`src/rtl/pipe_ctrl_if.sv`:
```
// Pipeline control bundle: stage events in, register controls out.
// The master side raises the events and the slave side is the control unit.
interface pipe_ctrl_if;
  logic       i_load_use;
  logic       i_imem_wait;
  logic       i_dmem_wait;
  logic       i_br_mispred;
  logic       i_mc_start;
  logic       i_mc_done;
  logic       i_trap;
  logic       o_pc_en;
  logic [1:0] o_pc_sel;
  logic [3:0] o_en;
  logic [3:0] o_srsh;
  logic       o_mc_kill;
  logic       o_mc_tmo;
  logic       o_busy;

  modport master (
    output i_load_use, i_imem_wait, i_dmem_wait,
    output i_br_mispred, i_mc_start, i_mc_done,
    output i_trap,
    input  o_pc_en, o_pc_sel, o_en, o_srsh,
    input  o_mc_kill, o_mc_tmo, o_busy
  );

  modport slave (
    input  i_load_use, i_imem_wait, i_dmem_wait,
    input  i_br_mispred, i_mc_start, i_mc_done,
    input  i_trap,
    output o_pc_en, o_pc_sel, o_en, o_srsh,
    output o_mc_kill, o_mc_tmo, o_busy
  );
endinterface

```
`src/rtl/pipe_ctrl.sv`:
```
// 5-stage pipeline control: resolves stall/flush/redirect events
// into per-register enable and synchronous-flush actions.
module pipe_ctrl #(
  parameter int MC_TMO = 64
) (
  input  logic      i_clk,
  input  logic      i_rst,
  pipe_ctrl_if.slave bus
);

  localparam int CW = $clog2(MC_TMO + 1);
  localparam logic [CW-1:0] TMO_MAX = CW'(MC_TMO);
  localparam logic [CW-1:0] TMO_M1  = CW'(MC_TMO - 1);

  localparam logic [1:0] RUN      = 2'd0;
  localparam logic [1:0] MCWAIT   = 2'd1;
  localparam logic [1:0] REDIRECT = 2'd2;

  logic [1:0]    state_q, state_d;
  logic [CW-1:0] cnt_q, cnt_d;

  logic       pc_en;
  logic [1:0] pc_sel;
  logic [3:0] en;
  logic [3:0] srsh;
  logic       mc_kill;
  logic       mc_tmo;

  always_comb begin
    pc_en   = 1'b1;
    pc_sel  = 2'b00;
    en      = 4'b1111;
    srsh    = 4'b0000;
    mc_kill = 1'b0;
    state_d = state_q;
    if (i_rst) begin
      pc_en   = 1'b0;
      en      = 4'b0000;
      srsh    = 4'b1111;
      state_d = RUN;
    end else if (bus.i_trap) begin
      srsh    = 4'b1111;
      pc_sel  = 2'b10;
      mc_kill = (state_q == MCWAIT);
      state_d = REDIRECT;
    end else if (bus.i_dmem_wait) begin
      pc_en = 1'b0;
      en    = 4'b0000;
    end else begin
      case (state_q)
        MCWAIT: begin
          if (bus.i_mc_done) begin
            state_d = RUN;
          end else begin
            pc_en = 1'b0;
            en    = 4'b1000;
            srsh  = 4'b0100;
          end
        end
        REDIRECT: begin
          srsh = 4'b0001;
          if (bus.i_imem_wait) begin
            pc_en = 1'b0;
          end else begin
            state_d = RUN;
          end
        end
        default: begin
          if (bus.i_br_mispred) begin
            srsh    = 4'b0011;
            pc_sel  = 2'b01;
            state_d = REDIRECT;
          end else if (bus.i_mc_start &&
                       !bus.i_mc_done) begin
            pc_en   = 1'b0;
            en      = 4'b1000;
            srsh    = 4'b0100;
            state_d = MCWAIT;
          end else if (bus.i_load_use) begin
            pc_en = 1'b0;
            en    = 4'b1110;
            srsh  = 4'b0010;
          end else if (bus.i_imem_wait) begin
            pc_en = 1'b0;
            srsh  = 4'b0001;
          end
        end
      endcase
    end
  end

  // Count of MCWAIT cycles elapsed; zero outside MCWAIT so entry starts clean.
  always_comb begin
    cnt_d = '0;
    if (state_q == MCWAIT) begin
      cnt_d = (cnt_q == TMO_MAX) ? cnt_q : cnt_q + 1'b1;
    end
  end

  assign mc_tmo = !i_rst && (state_q == MCWAIT) &&
                  (cnt_q == TMO_M1);

  always_ff @(posedge i_clk or posedge i_rst) begin
    if (i_rst) begin
      state_q <= RUN;
      cnt_q   <= '0;
    end else begin
      state_q <= state_d;
      cnt_q   <= cnt_d;
    end
  end

  assign bus.o_pc_en   = pc_en;
  assign bus.o_pc_sel  = pc_sel;
  assign bus.o_en      = en;
  assign bus.o_srsh    = srsh;
  assign bus.o_mc_kill = mc_kill;
  assign bus.o_mc_tmo  = mc_tmo;
  assign bus.o_busy    = !i_rst && (state_q != RUN);

endmodule

```
`src/flat_wrapper.sv`:
```
// flat-port wrapper written by rule: the top's interface ports become plain ports
module pipe_ctrl_flat 
#(
  parameter int MC_TMO = 64
)
  (i_clk, i_rst, bus_i_load_use, bus_i_imem_wait, bus_i_dmem_wait, bus_i_br_mispred, bus_i_mc_start, bus_i_mc_done, bus_i_trap, bus_o_pc_en, bus_o_pc_sel, bus_o_en, bus_o_srsh, bus_o_mc_kill, bus_o_mc_tmo, bus_o_busy);
  pipe_ctrl_if bus_i ();
  input  logic i_clk;
  input  logic i_rst;
  input wire logic [$bits(bus_i.i_load_use)-1:0] bus_i_load_use;
  input wire logic [$bits(bus_i.i_imem_wait)-1:0] bus_i_imem_wait;
  input wire logic [$bits(bus_i.i_dmem_wait)-1:0] bus_i_dmem_wait;
  input wire logic [$bits(bus_i.i_br_mispred)-1:0] bus_i_br_mispred;
  input wire logic [$bits(bus_i.i_mc_start)-1:0] bus_i_mc_start;
  input wire logic [$bits(bus_i.i_mc_done)-1:0] bus_i_mc_done;
  input wire logic [$bits(bus_i.i_trap)-1:0] bus_i_trap;
  output wire logic [$bits(bus_i.o_pc_en)-1:0] bus_o_pc_en;
  output wire logic [$bits(bus_i.o_pc_sel)-1:0] bus_o_pc_sel;
  output wire logic [$bits(bus_i.o_en)-1:0] bus_o_en;
  output wire logic [$bits(bus_i.o_srsh)-1:0] bus_o_srsh;
  output wire logic [$bits(bus_i.o_mc_kill)-1:0] bus_o_mc_kill;
  output wire logic [$bits(bus_i.o_mc_tmo)-1:0] bus_o_mc_tmo;
  output wire logic [$bits(bus_i.o_busy)-1:0] bus_o_busy;
  assign bus_i.i_load_use = bus_i_load_use;
  assign bus_i.i_imem_wait = bus_i_imem_wait;
  assign bus_i.i_dmem_wait = bus_i_dmem_wait;
  assign bus_i.i_br_mispred = bus_i_br_mispred;
  assign bus_i.i_mc_start = bus_i_mc_start;
  assign bus_i.i_mc_done = bus_i_mc_done;
  assign bus_i.i_trap = bus_i_trap;
  assign bus_o_pc_en = bus_i.o_pc_en;
  assign bus_o_pc_sel = bus_i.o_pc_sel;
  assign bus_o_en = bus_i.o_en;
  assign bus_o_srsh = bus_i.o_srsh;
  assign bus_o_mc_kill = bus_i.o_mc_kill;
  assign bus_o_mc_tmo = bus_i.o_mc_tmo;
  assign bus_o_busy = bus_i.o_busy;
  pipe_ctrl #(.MC_TMO(MC_TMO)) u_core (.i_clk(i_clk), .i_rst(i_rst), .bus(bus_i));
endmodule
```
`config.mk`:
```
export PLATFORM = sky130hd
export DESIGN_NAME = pipe_ctrl_flat
export DESIGN_NICKNAME = d
export VERILOG_FILES = /design/src/rtl/pipe_ctrl_if.sv /design/src/rtl/pipe_ctrl.sv /design/src/flat_wrapper.sv
export SDC_FILE = /design/constraint.sdc
export NUM_CORES = 1
export LEC_CHECK = 0
export BUFFER_PORTS_ARGS = -buffer_cell sky130_fd_sc_hd__buf_2
export CAP_MARGIN = 5
export CORE_UTILIZATION = 48
export CTS_CLUSTER_DIAMETER = 80
export DETAILED_ROUTE_END_ITERATION = 6
export PLACE_DENSITY_LB_ADDON = 0.2
export SLEW_MARGIN = 10
export SYNTH_ARGS = -nofsm -noshare
export SYNTH_HDL_FRONTEND = slang
export SYNTH_SLANG_ARGS = --single-unit
```
`constraint.sdc`:
```
create_clock -name i_clk -period 3.35 [get_ports i_clk]
set_input_delay 0.335 -clock i_clk [delete_from_list [all_inputs] [get_ports i_clk]]
set_output_delay 0.335 -clock i_clk [all_outputs]
set_load 0.01 [all_outputs]
```
==> metrics.cfg, run 1 <==
[route]
drt-total-wl_um = 1750
met3_length_um = 69
drtAntennaViolNets = 0
met1_length_um = 896
drtPass1Iterations = 4
post_drt_wl_per_cell_um = 13.4
top_layer = met3
met2_wirelength_um = 784
vias = 739
drcViolationCount = 0
drt_iter0_markers = 17
viasPerCell = 5.64

[logic_synthesis]
synth_cell_types = 30
ys.flop_type = dfrtp_1
synth_area_per_cell_um2 = 8.16
ys_ff_latch = 9
syn_inst = 92
seq_area_frac_synth = 0.300
syn_area_um2 = 751
synthArstFlopShare = 1.00
synth_edf_count = 0
yosys_warnings = 0
synth_fp_nets = 108

[clock_network]
clk_latency_ps = 260
cts_tree = built
post_cts_buffers = 0
clk_path_buf_depth = 2
clock-sinks = 9
cts_hold_buf = 0
cts.repair.resized = 0
htree_levels = 1
cts-buffers-inserted = 3
clk_pin_slew_ps = 60
cts_root_buf = clkbuf_4

[final_layout]
nNetsFinal = 133
drive_gt1_frac = 0.241
fillerInstances = 123
syn2layout_area_growth_pct = 19.2
num_antenna_cells = 0

[critical_path]
reg2reg_slack_ps = 1770
reg2reg_depth = 6
path_class = reg2out
regToRegEndpoint = u_core.cnt_q[6]$_DFFE_PP0P_
cp-end-kind = output pin
critPathLaunchType = register
critical-path-slowest-cell = ha_1
r2r_start = u_core.state_q[1]$_DFFE_PP0P_
required_ps = 3010
crit_arrival_ps = 2030
path_cells = inv_1 > ha_1 > nor2_1 > o21ai_0 > nand2b_4 > o221ai_1 > buf_2
path_max_fanout = 8
crit_start = u_core.state_q[0]$_DFFE_PP0P_
critPathMaxStageDelay_ps = 410
crit_path_end = bus_o_pc_en

[timing]
tns_ps = 0
rsz0062_at_grt = no
skew_ps = 1.32
min_period_over_period = 0.705
tightestPinTransition_ps = 432
finalSetupViolations = 0
relSlewSlack = 0.709
period_needed_ps = 2360
hold_viol_final = 0
max_freq_mhz = 424
drv_slew = 0

[pwr]
leakagePower_nw = 0.440
ir_drop_mv = 0.166
power.density_mw_per_mm2 = 288
power.total_mw = 0.257

[die]
coreArea_mm2 = 0.00138
ioPinCount = 23
rows = 13
die-area_mm2 = 0.00173
die_h_um = 41.5
die_w_um = 41.5
initial_core_util = 0.543

[global_route]
grt_pass1_wl_um = 2950
grt_start_max_net_pins = 12
antenna_found_initial = 0
grt_pass1_vias = 661
overflow = 0
grt_use_total = 0.217

[outcome]
status = complete, no violations

[place]
gp_congestion = 0.873
dp_hpwl_um = 1390
portBuffers = 22

[min_path]
min_path_type = in2async

[flow_run]
maxCapViolCount = 0

==> placed cells by master (no fill, tap or decap), drive strengths merged <==
cell / count
dfrtp: 9
a22oi: 1
a21oi: 5
and2: 1
and3: 4
xor2: 2
nor2: 10
xnor2: 2
nand2b: 3
a21boi: 2
nor4: 1
a31oi: 1
o21ai: 6
nand2: 6
and4bb: 1
buf: 22
nor4b: 1
inv: 9
o221ai: 1
nand3b: 2
a211o: 1
clkbuf: 4
o31ai: 3
ha: 7
a211oi: 1
a311o: 1
nand3: 5
nor2b: 4
nor3: 1
==> routing by layer <==
metal | GRT usage | vias to the layer above
li1 | - | 368
met1 | 0.331 | 354
met2 | 0.303 | 17
met3 | 0.0652 | 0
met4 | 0.0387 | 0
met5 | 0 | -
==> flip-flops by register name (all words and copies together), names as in the netlist <==
signal	flops
u_core.state_q	2
u_core.cnt_q	7
==> power by group <==
part / internal [mW] / switching [mW] / total (mW)
Clock: 0.0458 / 0.0363 / 0.0821
Sequential: 0.110 / 0.00178 / 0.112
Combinational: 0.0249 / 0.0384 / 0.0633
Total: 0.181 / 0.0765 / 0.257
==> through the flow <==
step | area (um^2) | instances | hold slack [ps] | setup slack (ps) | util
finish | 895 | 131 | 119 | 989 | 0.647
global route | 895 | 131 | 158 | 837 | 0.647
CTS | 895 | 131 | 124 | 981 | 0.647
detailed placement | 868 | 127 | 408 | 1270 | 0.628
global placement | 868 | 127 | 401 | 1320 | 0.628
floorplan | 751 | 92 | 177 | 1330 | -
==> cell type report <==
cell class | count | area, um^2 | share of cell area
tap | 15 | 18.8 | 0.0210
sequential | 9 | 225 | 0.252
timing repair buffer | 22 | 110 | 0.123
clock buffer | 4 | 26.3 | 0.0294
multi-input combinational | 72 | 480 | 0.537
inverter | 9 | 33.8 | 0.0378
==> critical path, delay by kind of cell (launching register included) <==
family | cells | cell delay [ps]
AOI/OAI and AO/OA | 2 | 320
buffers and inverters | 2 | 260
adders and majority gates | 1 | 410
DFF | 1 | 400
and+or+nand+nor | 2 | 380
==> cell usage after synthesis (all sizes together), types with 2 or more instances <==
| library cell | instances | area (um^2) |
|---|---|---|
| nand3b | 2 | 15.0 |
| dfrtp | 9 | 225 |
| nand2 | 6 | 22.5 |
| and3 | 4 | 25.0 |
| o31ai | 3 | 22.5 |
| xor2 | 2 | 17.5 |
| ha | 7 | 87.6 |
| nand3 | 5 | 25.0 |
| nor2b | 4 | 25.0 |
| o21ai | 6 | 30.0 |
| nand2b | 3 | 26.3 |
| xnor2 | 2 | 17.5 |
| a21oi | 5 | 25.0 |
| nor2 | 10 | 37.5 |
| inv | 9 | 33.8 |
| a21boi | 2 | 15.0 |
==> cells by family after synthesis <==
kind of cell | count (synthesis) | synth area share
simple gates | 39 | 0.288
compound gates | 22 | 0.188
buf+inv | 11 | 0.0600
flops | 9 | 0.300
fa+ha+maj | 7 | 0.117
xor+xnor | 4 | 0.0467
==> worst min-delay path by stage <==
stage / startpoint / endpoint / slack [ps] / cells after the start
CTS: i_rst / u_core.cnt_q[0]$_DFFE_PP0P_ / 120 / 2
global placement: i_rst / u_core.cnt_q[6]$_DFFE_PP0P_ / 400 / 2
global route: i_rst / u_core.cnt_q[0]$_DFFE_PP0P_ / 160 / 2
detailed placement: i_rst / u_core.cnt_q[5]$_DFFE_PP0P_ / 410 / 2
floorplan: i_rst / u_core.cnt_q[0]$_DFFE_PP0P_ / 180 / 1
finish: i_rst / u_core.cnt_q[2]$_DFFE_PP0P_ / 120 / 2
Note: power is estimated with default switching activity, not from simulation.
==> run 2: changes to the inputs <==
clock period = 2.3 ns   (was 3.35 ns; I/O delays follow)
==> metrics.cfg, run 2 (same netlist as run 1, synthesis figures left out) <==
[place]
portBuffers = 22
dp_cells = 127
dp_hpwl_um = 1390
gp_congestion = 0.873
postPlaceCellArea_um2 = 868

[outcome]
status = complete, no violations

[critical_path]
critical-path-slowest-cell = dfrtp_1
critPathMaxStageDelay_ps = 420
path_cells = inv_2 > ha_4 > nand2_1 > a311o_1 > nand2b_4 > o221ai_1 > buf_2
required_ps = 2070
critical_path.top_delay_family = compound AO/OA/AOI/OAI gates
cp_num_buf_inv = 2
path_class = reg2out
crit_arrival_ps = 1900
path_max_fanout = 7
cp-end-kind = output pin
critPathLaunchType = register

[global_route]
grt_start_max_net_pins = 12
overflow = 0
grt_use_total = 0.217
grt_pass1_vias = 661
antenna_found_initial = 0
grt_pass1_wl_um = 2950

[clock_network]
clock-sinks = 9
cts_root_buf = clkbuf_4
clk_latency_ps = 260
cts_hold_buf = 0
clk_path_buf_depth = 2
clk_pin_slew_ps = 60
htree_levels = 1
cts_tree = built
cts-buffers-inserted = 3

[die]
initial_core_util = 0.543
ioPinCount = 23
die_w_um = 41.5
die_h_um = 41.5
coreArea_mm2 = 0.00138
rows = 13
die-area_mm2 = 0.00173

[route]
drtAntennaViolNets = 0
drt-total-wl_um = 1800
viasPerCell = 5.78
drcViolationCount = 0
vias = 757
post_drt_wl_per_cell_um = 13.7
drtPass1Iterations = 4
drt_iter0_markers = 14

[final_layout]
final_cell_count_no_fill = 131
num_antenna_cells = 0
syn2layout_area_growth_pct = 23.0
top_register = u_core.cnt_q
final_cell_area_um2 = 923
final_cell_mix = buf_2 (22), nor2_1 (9), dfrtp_1 (8), inv_1 (7)
layout.cells.most_common = buf_2
drive_gt1_frac = 0.293
largest_reg_flops = 7
nNetsFinal = 133
reg_top3 = u_core.cnt_q: 7 flops, u_core.state_q: 2 flops

[timing]
hold_viol_final = 0
min_period_over_period = 0.928
finalSetupViolations = 0
period_needed_ps = 2130
max_freq_mhz = 469
holdWs_ps = 20.8
drv_slew = 0
skew_ps = 0.788
tns_ps = 0
relSlewSlack = 0.696
rsz0062_at_grt = no
tightestPinTransition_ps = 453

[pwr]
intPower_mw = 0.268
leakagePower_nw = 0.439
seqPwrFrac = 0.429
sw_frac_of_total = 0.299
p_clk_frac = 0.312
power.density_mw_per_mm2 = 413
p_switching_mw = 0.114
combPwrFrac = 0.259
ir_drop_mv = 0.236

[flow_run]
maxCapViolCount = 0

[min_path]
min_path_type = in2async

run 2: area by class of cell:
type	count	area (um^2)
fill	120	459
timing repair buffer	22	110
sequential	9	226
multi-input combinational	72	508
clock buffer	4	26.3
inverter	9	33.8
tap	15	18.8
run 2: final timing paths:
kind	from	end	depth (start not counted)	slack, ps
worst max-delay path	u_core.state_q[1]$_DFFE_PP0P_	bus_o_pc_en	7	170
worst min-delay path	i_rst	u_core.cnt_q[0]$_DFFE_PP0P_	2	20
worst max register to register	u_core.state_q[1]$_DFFE_PP0P_	u_core.state_q[1]$_DFFE_PP0P_	6	730
worst min register to register	u_core.cnt_q[0]$_DFFE_PP0P_	u_core.cnt_q[0]$_DFFE_PP0P_	1	570
max in group asynchronous	i_rst	u_core.state_q[0]$_DFFE_PP0P_	2	1970
min in group i_clk	i_rst	u_core.state_q[1]$_DFFE_PP0P_	2	240
run 2: routing by layer:
layer / GRT usage / vias to the layer above / part of all wire
li1: - / 369 / -
met1: 0.331 / 359 / 0.50
met2: 0.303 / 25 / 0.44
met3: 0.0652 / 4 / 0.049
met4: 0.0387 / 0 / 0.012
met5: 0 / - / 0
run 2: timing repair:
item	CTS	global route
setup buffers	0	0
gates resized for setup	0	8
hold endpoints to repair	0	0
setup endpoints to repair	0	1
run 2: through the flow:
step,worst slack [ps],power (mW),util
after floorplan,383,0.223,-
after global placement,379,0.255,0.628
final,166,0.382,0.668
after global routing,44.0,0.405,0.668
after CTS,36.4,0.380,0.647
after detailed placement,324,0.257,0.628
run 2: power by group through the flow:
stage	Sequential [mW]	Combinational (mW)	Clock, mW
final	0.164	0.0990	0.119
after detailed placement	0.166	0.0907	0
after CTS	0.163	0.0913	0.126
after global routing	0.164	0.109	0.133
after floorplan	0.165	0.0574	0
after global placement	0.166	0.0897	0
==> run 3: changes to the inputs <==
CELL_PAD_IN_SITES_DETAIL_PLACEMENT = 1   (was default)
CELL_PAD_IN_SITES_GLOBAL_PLACEMENT = 1   (was default)
CORE_ASPECT_RATIO = 0.8   (was default)
CORE_UTILIZATION = 35   (was 48)
==> metrics.cfg, run 3 (same netlist as run 1, synthesis figures left out) <==
[global_route]
antenna_found_initial = 0
grt.busiest_layer = met1
grt_pass1_vias = 725
use_met2 = 0.284
overflow = 0
use_met1 = 0.310
grtUsageMet3 = 0.0632
grt_use_total = 0.204
grt_start_max_net_pins = 12
grt_pass1_wl_um = 3370

[pwr]
p_switching_mw = 0.120
combPwrFrac = 0.253
power.density_mw_per_mm2 = 411
leakagePower_nw = 0.445
power.total_mw = 0.386
p_clk_frac = 0.323
sw_frac_of_total = 0.309
seqPwrFrac = 0.423
intPower_mw = 0.267
ir_drop_mv = 0.302

[timing]
tightestPinTransition_ps = 550
max_freq_mhz = 460
skew_ps = 8.82
period_needed_ps = 2170
tns_ps = 0
min_period_over_period = 0.945
finalSetupViolations = 0
drv_slew = 0
hold_viol_final = 0
rsz0062_at_grt = no
relSlewSlack = 0.630

[critical_path]
critical-path-slowest-cell = dfrtp_2
crit_arrival_ps = 1940
critPathMaxStageDelay_ps = 440
path_max_fanout = 8
path_cells = inv_1 > ha_2 > a311o_1 > nand2b_4 > o221ai_1 > buf_2
cp-end-kind = output pin
required_ps = 2070
critPathLaunchType = register
path_class = reg2out

[final_layout]
top_register = u_core.cnt_q
largest_reg_flops = 7
fillerInstances = 258
reg_top3 = u_core.cnt_q: 7 flops, u_core.state_q: 2 flops
num_antenna_cells = 0
nNetsFinal = 135
final_cell_mix = buf_2 (22), nor2_1 (10), inv_1 (8), dfrtp_1 (8)
layout.cells.most_common = buf_2
drive_gt1_frac = 0.280
syn2layout_area_growth_pct = 25.2

[clock_network]
cts_root_buf = clkbuf_4
clk_latency_ps = 270
clk_pin_slew_ps = 60
cts_tree = built
clock-sinks = 9
htree_levels = 1
cts-buffers-inserted = 3
clk_path_buf_depth = 2

[route]
drtAntennaViolNets = 0
post_drt_wl_per_cell_um = 14.5
drcViolationCount = 0
drtPass1Iterations = 4
drt_iter0_markers = 9
drt-total-wl_um = 2060
viasPerCell = 5.38
vias = 764

[place]
portBuffers = 22
dp_hpwl_um = 1700
gp_congestion = 0.900

[die]
die_w_um = 53.8
ioPinCount = 23
rows = 14
initial_core_util = 0.386
die-area_mm2 = 0.00234
coreArea_mm2 = 0.00194
die_h_um = 43.4

[flow_run]
maxCapViolCount = 0

[outcome]
status = complete, no violations

[min_path]
min_path_type = in2reg

[run 3: cell type report]
| class | count | area [um^2] | share of cell area |
|---|---|---|---|
| Tap cell | 24 | 30.0 | 0.0320 |
| Sequential cell | 9 | 226 | 0.241 |
| Timing Repair Buffer | 24 | 128 | 0.136 |
| Clock buffer | 4 | 26.3 | 0.0280 |
| Inverter | 9 | 33.8 | 0.0360 |
| Multi-Input combinational cell | 72 | 495 | 0.527 |
[run 3: metrics by stage]
step	hold slack, ps	worst slack, ps	std cells	utilization	instance area, um^2
after CTS	341	16.8	142	0.475	923
after global placement	280	337	137	0.456	887
after floorplan	71.6	383	92	-	751
after detailed placement	285	314	137	0.456	887
after global routing	351	19.5	142	0.483	940
final	332	127	142	0.483	940
[run 3: worst max-delay path, delay by kind of cell (launching register included)]
kind | cells | cell delay (ps)
AOI/OAI and AO/OA | 2 | 480
DFF | 1 | 440
adders and majority gates | 1 | 330
buffers and inverters | 2 | 280
and+or+nand+nor | 1 | 150
[run 3: power by group through the flow]
| stage | clock (mW) | sequential, mW | combinational (mW) |
|---|---|---|---|
| 2_1_floorplan | 0 | 0.165 | 0.0574 |
| 3_3_place_gp | 0 | 0.166 | 0.0931 |
| 3_5_place_dp | 0 | 0.166 | 0.0949 |
| 4_1_cts | 0.131 | 0.163 | 0.0963 |
| 5_1_grt | 0.136 | 0.164 | 0.110 |
| 6_report | 0.125 | 0.164 | 0.0979 |
[run 3: layer usage]
| layer | part of all wire | wire length, um |
|---|---|---|
| met1 | 0.53 | 1090 |
| met3 | 0.043 | 89 |
| met4 | 0 | 0 |
| met5 | 0 | 0 |
| met2 | 0.43 | 881 |
[run 3: final timing paths]
| path | from | end | slack, ps | cells past startpoint |
|---|---|---|---|---|
| min in group asynchronous | i_rst | u_core.cnt_q[5]$_DFFE_PP0P_ | 540 | 4 |
| min reg2reg | u_core.cnt_q[5]$_DFFE_PP0P_ | u_core.cnt_q[5]$_DFFE_PP0P_ | 580 | 2 |
| min | bus_i_trap | u_core.state_q[1]$_DFFE_PP0P_ | 330 | 3 |
| max reg2reg | u_core.state_q[1]$_DFFE_PP0P_ | u_core.state_q[0]$_DFFE_PP0P_ | 710 | 6 |
| max in group asynchronous | i_rst | u_core.state_q[0]$_DFFE_PP0P_ | 1590 | 4 |
| max | u_core.state_q[0]$_DFFE_PP0P_ | bus_o_pc_en | 130 | 6 |
[run 3: what timing repair did]
action / CTS / global route
gates resized for setup: 0 / 5
endpoints found under the setup margin: 0 / 3
hold buffers: 1 / 0
endpoints found under the hold margin: 5 / 0
buffers inserted: 0 / 0
